**config.mk**
```make
export PLATFORM = sky130hd
export DESIGN_NAME = serial_rx_deser
export DESIGN_NICKNAME = d
export VERILOG_FILES = /design/src/rtl/serial_rx_deser_pkg.sv /design/src/rtl/serial_rx_deser_shift_reg.sv /design/src/rtl/serial_rx_deser.sv
export SDC_FILE = /design/constraint.sdc
export NUM_CORES = 1
export LEC_CHECK = 0
export ABC_AREA = 1
export ABC_CLOCK_PERIOD_IN_PS = 1600
export CAP_MARGIN = 20
export CORE_AREA = 8 8 45 47
export CTS_CLUSTER_DIAMETER = 120
export DETAILED_ROUTE_END_ITERATION = 8
export DIE_AREA = 0 0 53 55
export DONT_BUFFER_PORTS = 1
export PLACE_DENSITY = 0.69
export SLEW_MARGIN = 20
export SYNTH_ARGS = -nofsm -noshare
export SYNTH_HDL_FRONTEND = slang
export SYNTH_SLANG_ARGS = --single-unit
```
**constraint.sdc**
```tcl
create_clock -name clk -period 1.6 [get_ports clk]
set_clock_uncertainty 0.1 [all_clocks]
set_input_delay 0.16 -clock clk [delete_from_list [all_inputs] [get_ports clk]]
set_output_delay 0.16 -clock clk [all_outputs]
set_load 0.01 [all_outputs]
```
**src/rtl/serial_rx_deser_pkg.sv**
```systemverilog
// Shared types and constants for the serial_rx_deser frame receiver.
// The optional even-parity bit is enabled with the PARITY_CHECK_EN macro.
package serial_rx_deser_pkg;

  localparam int DEFAULT_WIDTH = 4;
  localparam int CNT_W         = $clog2(DEFAULT_WIDTH);

  typedef enum logic [2:0] {
    IDLE      = 3'd0,
    DATA      = 3'd1,
    PARITY    = 3'd2,
    STOP      = 3'd3,
    WAIT_IDLE = 3'd4
  } state_t;

  // Bit-counter width for a given word width; never narrower than one bit.
  function automatic int cnt_width(input int w);
    return (w < 2) ? 1 : $clog2(w);
  endfunction

endpackage

```
**src/rtl/serial_rx_deser_shift_reg.sv**
```systemverilog
// WIDTH-bit serial-in right-shift register with synchronous clear.
// New bits enter at the MSB, so after WIDTH shifts the first bit sits in q[0].
module rx_shift_reg #(
  parameter int WIDTH = 4
) (
  input  logic             clk,
  input  logic             clear,
  input  logic             shift,
  input  logic             din,
  output logic [WIDTH-1:0] q
);

  always_ff @(posedge clk) begin
    if (clear) begin
      q <= '0;
    end else if (shift) begin
      q <= {din, q[WIDTH-1:1]};
    end
  end

endmodule

```
**src/rtl/serial_rx_deser.sv**
```systemverilog
// LSB-first serial frame receiver with a valid/ready parallel output port.
// Define PARITY_CHECK_EN to expect one even-parity bit between data and stop.
module serial_rx_deser
  import serial_rx_deser_pkg::*;
#(
  parameter int WIDTH = DEFAULT_WIDTH
) (
  input  logic             clk,
  input  logic             reset,
  input  logic             bit_en,
  input  logic             SI,
  input  logic             ready,
  output logic [WIDTH-1:0] Q,
  output logic             valid,
  output logic             frame_err,
  output logic             parity_err,
  output logic             overrun
);

  localparam int CW = cnt_width(WIDTH);

  state_t          state, state_next;
  logic [CW-1:0]   cnt, cnt_next;
  logic [WIDTH-1:0] sr;
  logic            shift;
  logic            done, ferr, perr;
  logic            par_ok;

  rx_shift_reg #(.WIDTH(WIDTH)) u_sr (
    .clk   (clk),
    .clear (reset),
    .shift (shift),
    .din   (SI),
    .q     (sr)
  );

`ifdef PARITY_CHECK_EN
  logic par_bit;

  always_ff @(posedge clk) begin
    if (reset) begin
      par_bit <= 1'b0;
    end else if (bit_en && state == PARITY) begin
      par_bit <= SI;
    end
  end

  // Even parity: data bits plus parity bit must XOR to zero.
  assign par_ok = (par_bit == ^sr);
`else
  assign par_ok = 1'b1;
`endif

  always_ff @(posedge clk) begin
    if (reset) begin
      state <= IDLE;
      cnt   <= '0;
    end else begin
      state <= state_next;
      cnt   <= cnt_next;
    end
  end

  always_comb begin
    state_next = state;
    cnt_next   = cnt;
    shift      = 1'b0;
    done       = 1'b0;
    ferr       = 1'b0;
    perr       = 1'b0;
    if (bit_en) begin
      case (state)
        IDLE: begin
          if (!SI) begin
            state_next = DATA;
            cnt_next   = '0;
          end
        end
        DATA: begin
          shift    = 1'b1;
          cnt_next = cnt + 1'b1;
          if (cnt == CW'(WIDTH - 1)) begin
`ifdef PARITY_CHECK_EN
            state_next = PARITY;
`else
            state_next = STOP;
`endif
          end
        end
        PARITY: state_next = STOP;
        STOP: begin
          if (!SI) begin
            ferr       = 1'b1;
            state_next = WAIT_IDLE;
          end else if (par_ok) begin
            done       = 1'b1;
            state_next = IDLE;
          end else begin
            perr       = 1'b1;
            state_next = IDLE;
          end
        end
        WAIT_IDLE: begin
          if (SI) state_next = IDLE;
        end
        default: state_next = IDLE;
      endcase
    end
  end

  // Output port: a completion beats a same-cycle transfer; a held word is never overwritten.
  always_ff @(posedge clk) begin
    if (reset) begin
      Q          <= '0;
      valid      <= 1'b0;
      frame_err  <= 1'b0;
      parity_err <= 1'b0;
      overrun    <= 1'b0;
    end else begin
      frame_err  <= ferr;
      parity_err <= perr;
      if (done) begin
        if (!valid || ready) begin
          Q     <= sr;
          valid <= 1'b1;
        end else begin
          overrun <= 1'b1;
        end
      end else if (valid && ready) begin
        valid <= 1'b0;
      end
    end
  end

endmodule

```
# Word level (Yosys, flattened, before mapping)
# Index checks and enable logic that the tools add are counted.
# op_classes
mux	16
n_eq_ne	9
reduce_logical	12
bitwise_logic	3
add_sub_neg	1
# op_table
cell	n
$pmux 3 s5	1
$mux 3	4
$mux 1	9
$eq 3x2->1 const B	2
$ne 2x2->1 const B	3
$reduce_and 2->1	3
$pmux 2 s2	1
$reduce_and 4->1	1
$reduce_bool 2->1	2
$eq 3x1->1 const B	1
$eq 3x3->1 const B	1
$logic_not 3->1	1
$not 1->1	3
$reduce_and 3->1	1
$reduce_or 3->1	1
$add 2x1->2 const B	1
$eq 2x2->1 const B	1
$mux 2	1
$ne 2x1->1 const B	1
$logic_and 1x1->1	1
$logic_not 1->1	1
$logic_or 1x1->1	1
# totals
out_inout_bits	8
in_bits	5
regBits	16

# Logic depth before layout (Yosys ltp)
# logic_depth
depth_word	5
mapped_depth	7
mapped_depth_nobuf	7

# Modules after synthesis
# Synthesis repeated with hierarchy kept, for this count alone.
# hier_totals
hier_cells	102
hier_area_um2	740.7
# modules_own_cells
mod	seq_area_each_um2	area_each_um2	instances	cells_each
serial_rx_deser	240.2	565.5	1	76
rx_shift_reg	80.1	175.2	1	26

# Least setup slack after synthesis
# Ideal clock, no wire load.
# synth_timing
path_kind	reg-to-reg
startpoint	reg state[0]
endpoint	reg Q[0]
stages_incl_launch_ff	6
arrival_time_ns	0.903
path_slack_ns	0.478
setup_time_ns	0.119
path_buffers	0
cell_sequence	dfxtp_1 -> nand2_1 -> nor2_4 -> nand3_4 -> o21ai_0 -> a21oi_1
# synth_via
elab_chain_len	4
# synth_rtl
element	line_no	source
start: declaration	serial_rx_deser.sv:22	state_t state, state_next;
start signal: assignment	serial_rx_deser.sv:59	state <= state_next;
$eq 3x2->1	serial_rx_deser.sv:72	case (state)
$mux 1	serial_rx_deser.sv:72	
$mux 1	serial_rx_deser.sv:71	if (bit_en) begin
$reduce_and 2->1 (no line)	n/a	
end signal: assignment	serial_rx_deser.sv:124	Q <= sr;
end: declaration	serial_rx_deser.sv:13	output logic [WIDTH-1:0] Q,
# Every way passes these cells.
# A chain may end at the register's enable or synchronous reset.

# Worst setup path in the final report
# Ends and elaborated chain as after synthesis.

==> results_tabular.tex <==
\begin{tabular}{lr}
\hline
Metric & Value \\
\hline
\multicolumn{2}{l}{\textbf{CTS}} \\
\quad CTS Hold Buffers Added & 4 \\
\quad Root buffer cell & sky130\_fd\_sc\_hd\_\_clkbuf\_4 \\
\quad Sink count of the clock tree & 16 \\
\quad Clk\_lat worst skew & about 0.27 ns \\
\quad Max H-tree Level & 1 \\
\quad CTS buffer count & 3 \\
\quad Number of gates resized after cts & 0 \\
\quad Setup Buffers After CTS & 0 \\
\quad Longest Clk Path Bufs & 2 \\
\quad Clock slew seen by the registers of the worst setup and hold paths & $\sim$0.090 ns \\
\quad CTS tree & done \\
\multicolumn{2}{l}{\textbf{Floorplanning}} \\
\quad Number of ports placed on the die boundary & 13 \\
\quad Core region area & 0.00138 sq mm \\
\quad Area of the die & 0.00292 sq mm \\
\quad Die H & 55 microns \\
\quad Width of the die & 53 microns \\
\quad Starting utilization of the core area & 0.516 \\
\quad Std cell rows & 14 \\
\multicolumn{2}{l}{\textbf{Worst setup path}} \\
\quad Critical path peak fanout & 9 \\
\quad Capturing element type of the critical path & flop \\
\quad Required time at the worst-slack endpoint & 1.67 ns \\
\quad Data arrival time of the critical path & 1.34 ns \\
\quad Worst setup path category & flop to flop \\
\quad Startpoint type of the worst setup path & flop \\
\multicolumn{2}{l}{\textbf{Global routing}} \\
\quad Total congestion overflow after global routing & 0 \\
\quad Antenna violations before repair & 0 \\
\quad Total Routing Usage GR & 0.108 \\
\quad Number of global-route vias before repair & about 560 \\
\quad First-pass GRT wire length & 2350 microns \\
\quad Maximum number of pins on one net before global-route repair & 11 \\
\multicolumn{2}{l}{\textbf{Synth}} \\
\quad Fraction of synthesized area in multiplexers & 0 \\
\quad Main combinational cell family by area after synthesis & simple AND/OR/NAND/NOR gates \\
\quad Share of the synthesized netlist area taken by xor and xnor gates & 0 \\
\quad Cell count after synthesis & 94 \\
\quad Area leader, netlist & sky130\_fd\_sc\_hd\_\_dfxtp\_1 \\
\quad Synth unique cells & 20 \\
\quad Synthesis Warnings & 0 \\
\quad Syn nets & 100 \\
\quad Area fraction of the dominant cell type after synthesis & 0.448 \\
\quad Complex-gate fraction of the synthesized area & 0.182 \\
\quad Adder and majority gate portion of the synthesized area & 0.0175 \\
\quad Per-instance average area after synthesis & 7.60 sq um \\
\quad Number of flip-flops and latches in the synthesized netlist & 16 \\
\quad Portion of the post-synthesis area used by sequential elements & 0.448 \\
\quad Basic-gate share of the synthesized area counting and, or, nand and nor cells & 0.242 \\
\quad Netlist Area Pre-Place & 714 sq um \\
\quad Main area contributors after synthesis & sky130\_fd\_sc\_hd\_\_dfxtp\_1, sky130\_fd\_sc\_hd\_\_a21oi\_1, sky130\_fd\_sc\_hd\_\_inv\_1 \\
\multicolumn{2}{l}{\textbf{Timing}} \\
\quad Count of endpoints failing hold in the final timing report & 0 \\
\quad Portion of the clock cycle consumed by the worst path in the final layout & 0.793 \\
\quad Unrepaired setup endpoints after global routing & false \\
\quad Total of endpoints with negative setup slack in the final report & 0 \\
\quad Count of pins over their slew limit & 0 \\
\quad FMAX & 0.788 GHz \\
\quad Post-layout min period & 1.27 ns \\
\quad Final total negative setup slack & 0 ns \\
\multicolumn{2}{l}{\textbf{Route}} \\
\quad Detailed-route vias per instance & roughly 5.0 \\
\quad Initial DRC count & 17 \\
\quad Number of antenna-violating nets in the routed design & 0 \\
\quad Routed wirelength normalized by instance count & approximately 11 microns \\
\quad Total routed wirelength & approximately 1300 microns \\
\quad DRC violation count after routing & 0 \\
\quad Via count & 587 \\
\quad Length of the first detailed-routing pass in iterations & 4 \\
\multicolumn{2}{l}{\textbf{Cells and area}} \\
\quad Leading cell types in the layout, fill and taps excluded & sky130\_fd\_sc\_hd\_\_inv\_1, sky130\_fd\_sc\_hd\_\_dfxtp\_1, sky130\_fd\_sc\_hd\_\_a21oi\_1, sky130\_fd\_sc\_hd\_\_nand2\_1, sky130\_fd\_sc\_hd\_\_o21ai\_0 \\
\quad Post-layout nets & 108 \\
\quad Number of antenna cells inserted & 0 \\
\quad Most frequent standard cell in the layout excluding fill and tap cells & sky130\_fd\_sc\_hd\_\_inv\_1 \\
\quad Fraction of layout instances using a drive strength above 1 & 0.129 \\
\quad Synthesis-to-layout area growth & 12.4\% \\
\multicolumn{2}{l}{\textbf{Pwr}} \\
\quad Worst vdd rail ir drop & 0.454 mV \\
\quad Pwr/cell area & 992 mW/mm\^{}2 \\
\quad Static Leak & 0.310 nW \\
\quad Post-layout total power & $\sim$0.80 mW \\
\multicolumn{2}{l}{\textbf{Place}} \\
\quad Total of buffers placed on input and output ports & 0 \\
\quad Post-detailed-placement half-perimeter wirelength & approximately 1000 microns \\
\quad Global placer's final weighted congestion & 0.732 \\
\multicolumn{2}{l}{\textbf{Worst hold path}} \\
\quad Worst min-delay path class & input pin to flop \\
\multicolumn{2}{l}{\textbf{Outcome}} \\
\quad Run status & finished, final reports clean \\
\multicolumn{2}{l}{\textbf{Flow run}} \\
\quad MaxCap Viol Count & 0 \\
\hline
\end{tabular}
[worst max-delay path: stages (launching register included)]
cell	delay [ns]
sky130_fd_sc_hd__dfxtp_1	0.44
sky130_fd_sc_hd__nand2_1	0.15
sky130_fd_sc_hd__nor2_4	0.14
sky130_fd_sc_hd__nand3_4	0.12
sky130_fd_sc_hd__o21ai_0	0.17
sky130_fd_sc_hd__a21oi_1	0.05
[Yosys cell counts]
cell,count
sky130_fd_sc_hd__o21ai_1,4
sky130_fd_sc_hd__buf_4,1
sky130_fd_sc_hd__nor2_2,1
sky130_fd_sc_hd__conb_1,1
sky130_fd_sc_hd__inv_2,1
sky130_fd_sc_hd__nand2_2,3
sky130_fd_sc_hd__nor2_1,7
sky130_fd_sc_hd__nand4_1,2
sky130_fd_sc_hd__nand2_1,10
sky130_fd_sc_hd__nor4_1,1
sky130_fd_sc_hd__nand3_1,2
sky130_fd_sc_hd__ha_1,1
sky130_fd_sc_hd__nor3_1,1
sky130_fd_sc_hd__nand3_4,1
sky130_fd_sc_hd__inv_1,17
sky130_fd_sc_hd__nand3_2,1
sky130_fd_sc_hd__o21ai_0,8
sky130_fd_sc_hd__dfxtp_1,16
sky130_fd_sc_hd__a21oi_1,14
sky130_fd_sc_hd__nor2_4,2
[area by class of cell]
class	instances	area, sq um
Clock buffer	4	36.3
Fill cell	129	581
Inverter	18	67.6
Multi-Input combinational cell	59	319
Sequential cell	16	320
Tap cell	16	20.0
Timing Repair Buffer	4	40.0
[flip-flops by register name (all words and copies together) (netlist names)]
signal / flops
u_sr.q: 4
state: 3
Q: 4
cnt: 2
frame_err: 1
overrun: 1
valid: 1
[metal layers]
layer,vias up,track usage,part of all wire,routed length (microns)
li1,317,-,-,-
met1,254,0.113,0.40,528
met2,14,0.186,0.51,667
met3,2,0.0455,0.074,97
met4,0,0.0517,0.011,14
met5,-,0,0,0
[path summary, 6_finish.rpt]
check / end / startpoint / depth (start not counted) / slack [ns]
worst min-delay path: state[2]$_SDFFE_PP0P_ / bit_en / 3 / 0.02
worst max register to register: Q[0]$_SDFFE_PP0P_ / state[0]$_SDFFE_PP0P_ / 5 / 0.33
worst max-delay path: Q[0]$_SDFFE_PP0P_ / state[0]$_SDFFE_PP0P_ / 5 / 0.33
worst min register to register: u_sr.q[0]$_SDFFE_PP0P_ / u_sr.q[0]$_SDFFE_PP0P_ / 2 / 0.35
[through the flow]
step                      cells  setup slack, ns  hold WS [ns]  cell area, sq um  utilization
final                       117            0.330        0.0245               803        0.580
after global routing        117            0.226        0.0372               803        0.580
after CTS                   117            0.325        0.0185               803        0.580
after detailed placement    109            0.334         0.133               727        0.525
after global placement      109            0.361         0.131               727        0.525
after floorplan              94            0.478         0.129               714            -
[power by group]
group          internal [mW]  switching [mW]
sequential             0.415          0.0176
clock                  0.138           0.118
combinational         0.0396          0.0679
[logic make-up (layout without fill, tap and decap cells)]
family | after synthesis | in the layout
AND/OR/NAND/NOR | 31 | 31
AO/OA/AOI/OAI | 26 | 26
buffers and inverters | 19 | 26
flip-flops | 16 | 16
adder cells (fa/ha/maj) | 1 | 1
other | 1 | 1
Power figures use the tool's default switching activity.
